===== config.mk =====
export PLATFORM = sky130hd
export DESIGN_NAME = pc_sequencer_flat
export DESIGN_NICKNAME = d
export VERILOG_FILES = /design/src/rtl/pc_seq_if.sv /design/src/rtl/pc_sequencer.sv /design/src/flat_wrapper.sv
export SDC_FILE = /design/constraint.sdc
export NUM_CORES = 1
export LEC_CHECK = 0
export BUFFER_PORTS_ARGS = -buffer_cell sky130_fd_sc_hd__clkbuf_2
export CAP_MARGIN = 40
export CORE_MARGIN = 2
export CORE_UTILIZATION = 43
export CTS_CLUSTER_SIZE = 12
export DETAILED_ROUTE_END_ITERATION = 6
export PLACE_DENSITY = 0.79
export SLEW_MARGIN = 10
export SYNTH_ARGS = -nofsm -noshare
export SYNTH_HDL_FRONTEND = slang
export SYNTH_SLANG_ARGS = --single-unit

===== constraint.sdc =====
create_clock -name CLK -period 1.55 [get_ports CLK]
set_clock_uncertainty 0.15 [all_clocks]
set_input_delay 0.2325 -clock CLK [delete_from_list [all_inputs] [get_ports CLK]]
set_output_delay 0.2325 -clock CLK [all_outputs]
set_load 0.03 [all_outputs]

===== src/rtl/pc_seq_if.sv =====
// rtl/pc_seq_if.sv - fetch-stage control bundle between hazard/branch logic and the PC sequencer
interface pc_seq_if #(
  parameter int PC_W = 16
);
  logic            run_en;
  logic            stall_req;
  logic            br_taken;
  logic [PC_W-1:0] br_target;
  logic            jmp;
  logic [PC_W-1:0] jmp_target;
  logic            halt_req;
  logic            resume;
  logic [PC_W-1:0] pc_out;
  logic            pc_en;
  logic            if_flush;
  logic            fetch_valid;
  logic [2:0]      state;

  // Pipeline control side: raises events, observes the fetch address.
  modport master (
    output run_en, stall_req, br_taken, br_target, jmp, jmp_target, halt_req, resume,
    input  pc_out, pc_en, if_flush, fetch_valid, state
  );

  // Sequencer side: consumes events, owns the program counter.
  modport slave (
    input  run_en, stall_req, br_taken, br_target, jmp, jmp_target, halt_req, resume,
    output pc_out, pc_en, if_flush, fetch_valid, state
  );
endinterface


===== src/rtl/pc_sequencer.sv =====
// rtl/pc_sequencer.sv - PC next-address FSM; optional counters under PC_STATS_EN
module pc_sequencer #(
  parameter int                 PC_W      = 16,
  parameter logic [PC_W-1:0]    RESET_VEC = '0,
  parameter logic [PC_W-1:0]    PC_INC    = 1
) (
  input  logic        CLK,
  input  logic        RST,
  pc_seq_if.slave     bus
`ifdef PC_STATS_EN
  ,
  output logic [15:0] stall_cnt,
  output logic [15:0] redirect_cnt
`endif
);

  typedef enum logic [2:0] {
    IDLE  = 3'd0,
    RUN   = 3'd1,
    STALL = 3'd2,
    FLUSH = 3'd3,
    HALT  = 3'd4
  } state_t;

  state_t          state_q;
  state_t          state_d;
  logic [PC_W-1:0] pc_q;
  logic [PC_W-1:0] pc_d;
  logic            load;
  logic            redirect;
  logic            flush_q;
  logic            valid_q;

  // Next-state and next-PC selection; branch beats jump beats halt beats stall.
  always_comb begin
    state_d  = state_q;
    pc_d     = pc_q;
    load     = 1'b0;
    redirect = 1'b0;
    if (bus.run_en) begin
      case (state_q)
        IDLE: state_d = RUN;
        RUN, STALL, FLUSH: begin
          if (bus.br_taken) begin
            pc_d     = bus.br_target;
            state_d  = FLUSH;
            load     = 1'b1;
            redirect = 1'b1;
          end else if (bus.jmp) begin
            pc_d     = bus.jmp_target;
            state_d  = FLUSH;
            load     = 1'b1;
            redirect = 1'b1;
          end else if (bus.halt_req) begin
            state_d = HALT;
          end else if (bus.stall_req && state_q != FLUSH) begin
            // A stall seen in FLUSH came from the squashed instruction.
            state_d = STALL;
          end else begin
            pc_d    = pc_q + PC_INC;
            state_d = RUN;
            load    = 1'b1;
          end
        end
        HALT: if (bus.resume) state_d = RUN;
        default: state_d = IDLE;
      endcase
    end
  end

  // State, PC and registered strobes; run_en low freezes everything but clears the flush pulse.
  always_ff @(posedge CLK or negedge RST) begin
    if (!RST) begin
      state_q <= IDLE;
      pc_q    <= RESET_VEC;
      flush_q <= 1'b0;
      valid_q <= 1'b0;
    end else begin
      state_q <= state_d;
      pc_q    <= pc_d;
      flush_q <= redirect;
      valid_q <= (state_d == RUN) || (state_d == STALL) || (state_d == FLUSH);
    end
  end

`ifdef PC_STATS_EN
  // Saturating stall and redirect event counters.
  always_ff @(posedge CLK or negedge RST) begin
    if (!RST) begin
      stall_cnt    <= '0;
      redirect_cnt <= '0;
    end else begin
      if (bus.run_en && state_q == STALL && stall_cnt != 16'hFFFF)
        stall_cnt <= stall_cnt + 16'd1;
      if (redirect && redirect_cnt != 16'hFFFF)
        redirect_cnt <= redirect_cnt + 16'd1;
    end
  end
`endif

  assign bus.pc_out      = pc_q;
  assign bus.pc_en       = load;
  assign bus.if_flush    = flush_q;
  assign bus.fetch_valid = valid_q;
  assign bus.state       = state_q;

endmodule


===== src/flat_wrapper.sv =====
// flat-port wrapper written by rule: the top's interface ports become plain ports
module pc_sequencer_flat 
#(
  parameter int                 PC_W      = 16,
  parameter logic [PC_W-1:0]    RESET_VEC = '0,
  parameter logic [PC_W-1:0]    PC_INC    = 1
)
  (CLK, RST, bus_run_en, bus_stall_req, bus_br_taken, bus_br_target, bus_jmp, bus_jmp_target, bus_halt_req, bus_resume, bus_pc_out, bus_pc_en, bus_if_flush, bus_fetch_valid, bus_state);
  pc_seq_if #(.PC_W(PC_W)) bus_i ();
  input  logic CLK;
  input  logic RST;
  input wire logic [$bits(bus_i.run_en)-1:0] bus_run_en;
  input wire logic [$bits(bus_i.stall_req)-1:0] bus_stall_req;
  input wire logic [$bits(bus_i.br_taken)-1:0] bus_br_taken;
  input wire logic [$bits(bus_i.br_target)-1:0] bus_br_target;
  input wire logic [$bits(bus_i.jmp)-1:0] bus_jmp;
  input wire logic [$bits(bus_i.jmp_target)-1:0] bus_jmp_target;
  input wire logic [$bits(bus_i.halt_req)-1:0] bus_halt_req;
  input wire logic [$bits(bus_i.resume)-1:0] bus_resume;
  output wire logic [$bits(bus_i.pc_out)-1:0] bus_pc_out;
  output wire logic [$bits(bus_i.pc_en)-1:0] bus_pc_en;
  output wire logic [$bits(bus_i.if_flush)-1:0] bus_if_flush;
  output wire logic [$bits(bus_i.fetch_valid)-1:0] bus_fetch_valid;
  output wire logic [$bits(bus_i.state)-1:0] bus_state;
  assign bus_i.run_en = bus_run_en;
  assign bus_i.stall_req = bus_stall_req;
  assign bus_i.br_taken = bus_br_taken;
  assign bus_i.br_target = bus_br_target;
  assign bus_i.jmp = bus_jmp;
  assign bus_i.jmp_target = bus_jmp_target;
  assign bus_i.halt_req = bus_halt_req;
  assign bus_i.resume = bus_resume;
  assign bus_pc_out = bus_i.pc_out;
  assign bus_pc_en = bus_i.pc_en;
  assign bus_if_flush = bus_i.if_flush;
  assign bus_fetch_valid = bus_i.fetch_valid;
  assign bus_state = bus_i.state;
  pc_sequencer #(.PC_W(PC_W), .RESET_VEC(RESET_VEC), .PC_INC(PC_INC)) u_core (.CLK(CLK), .RST(RST), .bus(bus_i));
endmodule

Word level (Yosys, flattened, before mapping)
Index checks and enable logic that the tools add are counted.
{"block": "totals", "ff_bits": 21, "word_cells": 42}
{"block": "classes", "addsub": 1, "n_eq_ne": 10, "n_mux": 21, "reduce_logical": 6}
{"op": "two-way mux 16 bit", "n": 4}
{"op": "adder 16 x 1 -> 16 bit, second input constant", "n": 1}
{"op": "two-way mux 3 bit", "n": 5}
{"op": "equality test 3 x 2 -> 1 bit, second input constant", "n": 4}
{"op": "two-way mux 1 bit", "n": 10}
{"op": "case mux 3 bit (3 select lines)", "n": 1}
{"op": "equality test 3 x 1 -> 1 bit, second input constant", "n": 2}
{"op": "inequality test 3 bit, second input constant", "n": 2}
{"op": "AND reduction 4 bit", "n": 1}
{"op": "equality test 3 bit, second input constant", "n": 1}
{"op": "zero test 3 bit", "n": 1}
{"op": "inequality test 3 x 2 -> 1 bit, second input constant", "n": 1}
{"op": "OR reduction 3 bit", "n": 1}
{"op": "logical OR 1 bit", "n": 2}
{"op": "two-way mux 2 bit", "n": 1}
{"op": "logical AND 1 bit", "n": 1}

Longest topological paths before layout
{"block": "logic_depth", "word_depth": 11, "ltp_mapped": 7, "depth_no_buf": 6}

Least setup slack after synthesis
No wires, ideal clock.
{"block": "synth_timing", "path_type": "reg-to-reg", "from": "register u_core.pc_q[7], in the netlist u_core.bus.pc_out[7]", "to": "register u_core.pc_q[15], in the netlist u_core.bus.pc_out[15]", "setup_ns": 0.122, "arrival_time_ns": 1.664, "slack_ns": -0.385, "path_stages_with_launch": 6, "path_buffers": 0, "synth_period_minus_slack_ns": 1.935, "cell_sequence": "dfrtp_1 nand4_2 or4_4 nor2_2 nand4_1 o2111a_1"}
{"block": "synth_between", "elab_chain_len": 5}
{"element": "start: declaration", "line": "pc_sequencer.sv:27", "source": "logic [PC_W-1:0] pc_q;"}
{"element": "start signal: assignment", "line": "pc_sequencer.sv:80", "source": "pc_q <= pc_d;"}
{"element": "adder 16 x 1 -> 16 bit", "line": "pc_sequencer.sv:60", "source": "pc_d = pc_q + PC_INC;"}
{"element": "two-way mux 16 bit", "line": "pc_sequencer.sv:56", "source": "end else if (bus.stall_req && state_q != FLUSH) begin"}
{"element": "two-way mux 16 bit", "line": "pc_sequencer.sv:54", "source": "end else if (bus.halt_req) begin"}
{"element": "two-way mux 16 bit", "line": "pc_sequencer.sv:49", "source": "end else if (bus.jmp) begin"}
{"element": "two-way mux 16 bit", "line": "pc_sequencer.sv:44", "source": "if (bus.br_taken) begin"}
No other way between the ends. The select of a mux whose other input is x is not followed.
A chain may end at the register's enable or synchronous reset.

Final worst setup path
{"block": "layout_timing", "from": "register u_core.state_q[1], in the netlist u_core.bus.state[1]", "to": "output port bus_pc_en"}
{"block": "layout_between", "elab_chain_len": 8, "word_cells_on_any_way": 12, "cone_classes": "eq/ne (4); mux (6); reduce/logical (2)"}
{"element": "start: declaration", "line": "pc_sequencer.sv:25", "source": "state_t state_q;"}
{"element": "start signal: assignment", "line": "pc_sequencer.sv:79", "source": "state_q <= state_d;"}
{"element": "inequality test 3 x 2 -> 1 bit", "line": "pc_sequencer.sv:56"}
{"element": "logical AND 1 bit", "line": "pc_sequencer.sv:56"}
{"element": "two-way mux 1 bit", "line": "pc_sequencer.sv:56"}
{"element": "two-way mux 1 bit", "line": "pc_sequencer.sv:54"}
{"element": "two-way mux 1 bit", "line": "pc_sequencer.sv:49"}
{"element": "two-way mux 1 bit", "line": "pc_sequencer.sv:44"}
{"element": "two-way mux 1 bit *", "line": "pc_sequencer.sv:41", "source": "case (state_q)"}
{"element": "two-way mux 1 bit *", "line": "pc_sequencer.sv:40", "source": "if (bus.run_en) begin"}
{"element": "end: declaration", "line": "flat_wrapper.sv:21", "source": "output wire logic [$bits(bus_i.pc_en)-1:0] bus_pc_en;"}
Every way passes the cells marked *; elsewhere a longest branch is shown, timed or not.

==> metrics.yaml <==
status:
  status: "finished with violations"
  violations: "negative setup slack"
detailed_routing:
  ant_nets: 0
  drtPass1Iterations: 5
  routedWlPerCell_um: 14.9
  drt-initial-drc-count: 74
  drt-total-wl_um: 4840
  drc: 0
  viasPerCell: 5.41
  vias: 1754
yosys:
  yosysTopAreaCell: "dfrtp_1"
  synth_top_area_share_pct: 36.6
  synthArstFlopShare_pct: 100
  ys_seq_area_share_pct: 36.6
  synth_area_mm2: 0.00144
  synth_fp_nets: 229
  yosysUniqueCellTypes: 36
  synth_seq_cells: 21
  yosys_warnings: 0
  yosysMostFrequentCell: "a21oi_1"
  synth.avg_cell_area_um2: 7.65
  ys.flop_type: "dfrtp_1"
  synth_common_cells: "33 x a21oi_1, 21 x dfrtp_1, 19 x nand2_1, 19 x o21ai_0, 17 x nor2_1"
  syn_inst: 188
  synthTopCellsByArea: "dfrtp_1 37%, a21oi_1 11%, o21ai_0 6.6%"
  synth-edff-count: 0
clock_tree:
  clkSlewWorstSetupHoldPaths_ns: 0.13
  clock_latency_ns: 0.30
  cts_tree: "yes"
  clock_path_buffers: 2
  clockRootBuffer: "clkbuf_4"
  clock_sinks: 21
  cts-htree-levels: 1
  cts_inserted_buffers: 3
job:
  maxCapViolations: 0
worst_setup_path:
  cp-end-kind: "output port"
  cp-startpoint: "u_core.bus.state[1]"
  worstPathArrival_ns: 1.36
  cp_slowest_cell: "dfrtp_2"
  worstPathCellList: "a21boi_2 -> o21ai_2 -> nand2_2 -> inv_2 -> buf_8"
  crit_type: "reg -> out"
  slowest_delay_ns: 0.46
  r2r_start: "u_core.bus.pc_out[3]"
  path_max_fanout: 3
  worstPathRequired_ns: 1.17
  start_kind: "flop"
cells_and_area:
  insertedDiodeCount: 0
  nets: 322
  area_growth_pct: 62.9
  seq_area_um2: 544
  fin_util_pct: 74.9
  drive_gt1_share_pct: 55.0
  fillers: 240
  multi_input_area_mm2: 0.00104
sta:
  whs_ns: 0.0448
  rsz0062_at_grt: "yes"
  slew_headroom_pct: 64.3
  worst_slack_ns: -0.192
  maxSlewViolCount: 0
  setup_viol: 14
  max_freq_mhz: 574
  hold_violations: 0
  period_share_pct: 112
  tightest_slew_ns: 0.535
  period_needed_ns: 1.74
min_path:
  hold_class: "in -> reg"
  min_from: "bus_br_target[2]"
floorplan:
  chipWidth_um: 61.8
  dieArea_mm2: 0.00382
  core_region_area_mm2: 0.00313
  dieHeight_um: 61.8
  initial_core_util_pct: 46.0
  ios: 62
  rows: 20
grt:
  grt_pass1_vias: 1703
  grt_max_degree: 28
  overflow: 0
  grtUsageTotal_pct: 27.0
  grt_pass1_wl_um: 7640
  antenna_found_initial: 0
place:
  pre_cts_ws_ns: -0.109
  place_hpwl_um: 3390
  portBuffers: 61
  gp_congestion: 0.840
power:
  ir_worst_vdd_uv: 614
  power_density_mw_per_mm2: 1040
  p_leak_nw: 1.05
==> registers in the layout (all words and copies together) (netlist names) <==
signal / count
u_core.bus.fetch_valid: 1
u_core.bus.if_flush: 1
u_core.bus.pc_out: 16
u_core.bus.state: 3
==> layout by cell type (no fill, tap or decap), types with 2 or more instances in the layout <==
master	count
buf_6	7
nand4_1	3
nor2_2	7
nand2_1	16
o22ai_1	3
clkbuf_4	3
dfrtp_2	15
buf_8	3
mux2i_1	2
a21oi_1	30
nor3_4	2
o21ai_2	4
nand2_2	2
o21ai_1	6
nand2b_1	3
a31oi_1	2
clkbuf_2	59
o21ai_0	9
a21oi_4	2
nor2_4	3
nand3_1	6
inv_1	11
o211ai_1	3
buf_4	27
o21ba_2	2
xor2_1	7
o31ai_2	2
nor2_1	8
or2_4	2
dfrtp_1	6
==> per-layer routing <==
metal / GRT usage [%] / routed length, um
met3: 2.90 / 249
met5: 0 / 0
met1: 32.5 / 2010
met4: 8.21 / 93
met2: 50.4 / 2490
==> cell type report <==
class	instances	share of cell area, %
Clock buffer	3	0.962
Clock inverter	1	0.321
Inverter	12	1.92
Multi-Input combinational cell	146	44.2
Sequential cell	21	23.2
Tap cell	44	2.35
Timing Repair Buffer	97	27.0
==> where the power goes <==
group / internal, mW / switching, mW
logic: 0.559 / 0.786
clock network: 0.0979 / 0.174
registers: 0.678 / 0.136
==> logic make-up (layout without fill, tap and decap cells) <==
| group | Yosys count | after routing | share of synthesized area (%) |
|---|---|---|---|
| DFF | 21 | 21 | 36.6 |
| xor gates and xnor gates | 9 | 9 | 5.48 |
| muxes | 2 | 2 | 1.39 |
| buffers and inverters | 21 | 113 | 5.74 |
| adders and majority gates | 1 | 1 | 0.870 |
| AOI/OAI and AO/OA | 73 | 73 | 29.7 |
| and+or+nand+nor | 61 | 61 | 20.3 |
==> worst max-delay path, delay by kind of cell, from the launching register on <==
family	cells	cell delay, ns
DFF	1	0.46
and+or+nand+nor	1	0.11
AOI/OAI and AO/OA	2	0.29
buffers and inverters	2	0.20
==> repair_timing <==
item | CTS | global route
setup buffers | 5 | 5
cloned | 0 | 0
pin swaps | 16 | 14
endpoints found under the hold margin | 21 | 0
resized for setup | 28 | 30
hold buffers | 1 | 0
setup endpoints to repair | 11 | 19
==> through the flow <==
stage	cell area (um2)	power [mW]	TNS (ns)	std cells
final	2340	2.43	-1.07	324
after detailed placement	2060	1.96	-0.363	315
after global placement	2060	1.93	-0.184	315
after global routing	2340	2.58	-2.03	324
after CTS	2250	2.33	-0.668	325
after floorplan	1510	1.47	-0.695	188
==> final timing paths <==
kind | end | slack (ns) | depth (start not counted)
hold / removal | u_core.bus.pc_out[2] | 0.04 | 3
setup reg to reg | u_core.bus.pc_out[15] | -0.17 | 5
min in group asynchronous | u_core.bus.pc_out[5] | 0.28 | 2
max in group asynchronous | u_core.bus.pc_out[7] | 0.58 | 2
setup / recovery | bus_pc_en | -0.19 | 5
hold reg to reg | u_core.bus.if_flush | 0.39 | 1
Note: power is estimated with default switching activity, not from simulation.
